--- src/rtl/pc_redirect_ctrl.sv ---
// PC redirect controller: sequences load-use stalls, taken-branch redirects and
// instruction-memory backpressure, and keeps a saturating count of accepted redirects.
module pc_redirect_ctrl #(
  parameter int CNT_W = 16
) (
  input  logic             clock,
  input  logic             reset_n,
  input  logic             id_valid,
  input  logic             is_ctrl,
  input  logic             leap,
  input  logic             load_hazard,
  input  logic [0:31]      target,
  input  logic             imem_ready,
  input  logic             count_clr,
  output logic             pc_sel,
  output logic [0:31]      redirect_pc,
  output logic             stall_if,
  output logic             stall_id,
  output logic             flush_id,
  output logic             misalign,
  output logic [0:CNT_W-1] taken_count
);

  typedef enum logic [1:0] {RUN, HAZARD, REDIRECT} state_t;

  state_t           state_q, state_d;
  logic [0:31]      rpc_q, rpc_d;
  logic             mis_q, mis_d;
  logic [0:CNT_W-1] cnt_q, cnt_d;

  logic ctrl;
  logic accept;
  logic pc_sel_c, stall_if_c, stall_id_c, flush_id_c;

  assign ctrl = id_valid & is_ctrl;

  always_comb begin
    state_d    = RUN;
    rpc_d      = rpc_q;
    mis_d      = mis_q;
    accept     = 1'b0;
    pc_sel_c   = 1'b0;
    stall_if_c = 1'b0;
    stall_id_c = 1'b0;
    flush_id_c = 1'b0;
    case (state_q)
      RUN, HAZARD: begin
        // In HAZARD the operand is forwarded, so load_hazard no longer applies.
        if (ctrl && load_hazard && (state_q == RUN)) begin
          stall_if_c = 1'b1;
          stall_id_c = 1'b1;
          state_d    = HAZARD;
        end else if (ctrl && leap) begin
          flush_id_c = 1'b1;
          rpc_d      = target;
          accept     = 1'b1;
          state_d    = REDIRECT;
          if (target[30:31] != 2'b00) mis_d = 1'b1;
        end
      end
      REDIRECT: begin
        pc_sel_c   = 1'b1;
        flush_id_c = 1'b1;
        if (imem_ready) begin
          state_d = RUN;
        end else begin
          stall_if_c = 1'b1;
          state_d    = REDIRECT;
        end
      end
      default: state_d = RUN;
    endcase
  end

  always_comb begin
    cnt_d = cnt_q;
    if (count_clr) begin
      cnt_d = '0;
    end else if (accept && !(&cnt_q)) begin
      cnt_d = cnt_q + CNT_W'(1);
    end
  end

  always_ff @(posedge clock or negedge reset_n) begin
    if (!reset_n) begin
      state_q <= RUN;
      rpc_q   <= '0;
      mis_q   <= 1'b0;
      cnt_q   <= '0;
    end else begin
      state_q <= state_d;
      rpc_q   <= rpc_d;
      mis_q   <= mis_d;
      cnt_q   <= cnt_d;
    end
  end

  // Gate combinational controls so reset silences them without waiting for an edge.
  assign pc_sel      = pc_sel_c   & reset_n;
  assign stall_if    = stall_if_c & reset_n;
  assign stall_id    = stall_id_c & reset_n;
  assign flush_id    = flush_id_c & reset_n;
  assign redirect_pc = rpc_q;
  assign misalign    = mis_q;
  assign taken_count = cnt_q;

endmodule

--- config.mk ---
export PLATFORM = sky130hd
export DESIGN_NAME = pc_redirect_ctrl
export DESIGN_NICKNAME = d
export VERILOG_FILES = /design/src/rtl/pc_redirect_ctrl.sv
export SDC_FILE = /design/constraint.sdc
export NUM_CORES = 1
export LEC_CHECK = 0
export CAP_MARGIN = 25
export CORE_MARGIN = 2
export CORE_UTILIZATION = 47
export CTS_CLUSTER_DIAMETER = 120
export DETAILED_ROUTE_END_ITERATION = 8
export GPL_TIMING_DRIVEN = 0
export PLACE_DENSITY = 0.88
export SLEW_MARGIN = 20
export SYNTH_ARGS = -nofsm -noshare
export SYNTH_HDL_FRONTEND = slang
export SYNTH_SLANG_ARGS = --single-unit
--- constraint.sdc ---
create_clock -name clock -period 3.9 [get_ports clock]
set_input_delay 0.39 -clock clock [delete_from_list [all_inputs] [get_ports clock]]
set_output_delay 0.39 -clock clock [all_outputs]
set_load 0.01 [all_outputs]
==> results.cfg <==
[logic_synthesis]
syn_inst = 255
ys_warn_count = 0
synth_top_area_share_pct = 54.31
synth_top_cell_by_area = dfrtp_1
synthArstFlopShare_pct = 100.0
synth-edff-count = 0
syn-num-nets = 296
syn_avg_cell_area_um2 = 9.215
synthFlopType = dfrtp_1
synth_area_um2 = 2350
ys_seq_elements = 51
yosys-top-cells-area = dfrtp_1 (54%), nand2_1 (16%), mux2_2 (2.4%), a21oi_1 (2.3%), nor2_1 (1.9%)
seq_area_frac_synth_pct = 54.31
synth_cell_types = 36

[power]
ir_drop_mv = 0.2580
p_per_area_nw_per_um2 = 372.0
p_leak_nw = 1.559

[clocking]
cts_hold_buf = 0
post_cts.repair.setup_buffers = 0
clockBufferDepth = 2
ctsRootBufferMaster = clkbuf_8
htreeDepth = 2
clock_sinks = 51
tritoncts = done
ctsResizeCount = 0
clkTransAtPathRegs_ps = 90
cts_buffers = 5
clock_latency_ps = 300

[floorplanning]
dieArea_um2 = 5581
ios = 93
rows = 25
die_x_um = 74.71
initial_utilization_pct = 49.10
die_y_um = 74.71
core_um2 = 4786

[critical_path]
critPathKind = primary input to output pin
path_delay_family = buffers and inverters
cp-startpoint = id_valid
worstSetupEndpointType = output pin
cp_num_buf_inv = 4
required_ps = 3510
path_cells = clkdlybuf4s50_1 -> and3b_2 -> nand3_1 -> buf_2 -> buf_2 -> a21oi_1 -> clkdlybuf4s50_1
r2r-end = taken_count[1]$_DFFE_PN0P_
crit_arrival_ps = 2470
rrSetupSlack_ps = 1950
reg2reg_from = taken_count[14]$_DFFE_PN0P_
reg2reg_depth = 6
crit_path_start_kind = primary input
cpPeakStageDelay_ps = 550
crit_slowest_cell = clkdlybuf4s50_1
critPathMaxFanout = 10

[global_routing]
overflow = 0
grt_max_degree = 53
grt_pass1_wl_mm = 9.901
antenna_found_initial = 0
grt_usage_pct = 23.34
grt_pass1_vias = 2181

[timing]
clock.fmax_ghz = 0.3500
setup-tns-final_ps = 0
period_needed_ps = 2857
clock_skew_ps = 3.898
max_slew_margin_pct = 57.78
finalSetupViolCount = 0
worst_slew_pin_slew_ps = 633.3
finalHoldViolCount = 0
fin_crit_sh_pct = 73.26
maxSlewViolCount = 0
rsz0062_at_grt = no

[final_layout]
area_growth_syn_to_layout_pct = 45.74
nets = 395
drive_above_1_share_pct = 6.516
n_antenna_cell = 0
utilization_pct = 71.56

[drt]
vias_per_cell = 5.176
vias = 2174
drc = 0
drt_iter0_drc = 77
drtAntennaViolNets = 0
wl_mm = 5.878
firstDrtPassIters = 4
wl_per_cell_um = 14.00

[worst_hold_path]
min_path_type = primary input to asynchronous set/reset pin

[outcome]
outcome = completed

[placement]
io_buffers = 92
gp_congestion = 0.7778
hpwl_mm = 4.392

[flow_run]
max_cap_viol_count = 0
[synthesized netlist by cell type (3+ instances only)]
cell / count
nand2_1: 101
dfrtp_1: 51
nor2_1: 12
a21oi_1: 11
nand3_1: 6
nor2b_1: 6
clkbuf_1: 5
mux2_2: 5
nor4_1: 5
o21ai_0: 5
o31ai_1: 5
or3_1: 5
buf_2: 3
nand4_1: 3
nor3_1: 3
or4_1: 3
[final cells by class]
| type | count | area [µm²] |
|---|---|---|
| fill | 350 | 1361 |
| sequential | 51 | 1276 |
| multi-input combinational | 191 | 1013 |
| timing repair buffer | 92 | 918.4 |
| tap | 67 | 83.83 |
| clock buffer | 6 | 72.57 |
| buffer | 11 | 52.55 |
| inverter | 2 | 7.507 |
[registers in the layout (all words and copies together) (netlist names)]
register	flops
misalign	1
taken_count	16
redirect_pc	32
state_q	2
[routing by layer]
metal | wire length (µm) | track usage (%) | part of all wire [%] | vias up
li1 | - | - | - | 1050
met1 | 2315 | 27.05 | 39 | 1031
met2 | 2874 | 37.66 | 49 | 78
met3 | 557 | 10.44 | 9.5 | 15
met4 | 131 | 10.12 | 2.2 | 0
met5 | 0 | 0 | 0 | -
[worst max path at each step]
stage                                      end  cells past startpoint
CTS                                   flush_id                      7
finish                                flush_id                      7
global route                          flush_id                      7
detailed placement                    flush_id                      7
global placement                      stall_id                      4
floorplan           taken_count[1]$_DFFE_PN0P_                      6
[through the flow]
stage               setup WS [ps]  area, µm²  hold WS, ps   power, W  std cells
detailed placement           1034       3352        459.7   0.001005        414
floorplan                    2128       2350        94.41  0.0007678        255
finish                       1043       3425        107.6   0.001274        420
global placement           -270.0       3354        456.8  0.0009964        414
CTS                          1037       3425        127.3   0.001287        420
global route                905.5       3425        151.5   0.001341        420
[cells by family after synthesis]
kind of cell    share of synthesized area [%]
simple gates                            34.03
compound gates                          5.698
fa+ha+maj                              0.5324
mux                                     2.875
flops                                   54.31
buf+inv                                 2.556
[report_power, final]
part	leakage, nW	total (W)	internal (W)	switching, W
Clock	0.0371	0.000281	0.000120	0.000161
Combinational	0.859	0.000345	0.000198	0.000146
Sequential	0.663	0.000648	0.000606	0.0000422
[cells in the final DEF (no fill, tap or decap), drive strengths merged]
cell type and count:
nand2 101, clkdlybuf4s50 91, dfrtp 51, nor2 12, a21oi 11, clkbuf 11, nor4 7, buf 7
nand3 6, nor2b 6, mux2 6, nand4 6, o21ai 5, o31ai 5, or3 5, nor3 4
or4 3, and3 3, inv 2, and2 2, or2b 1, and3b 1, nand2b 1, o2111ai 1
nand3b 1, o21bai 1, and4 1, nor4b 1, ha 1
Note: power is estimated with default switching activity, not from simulation.
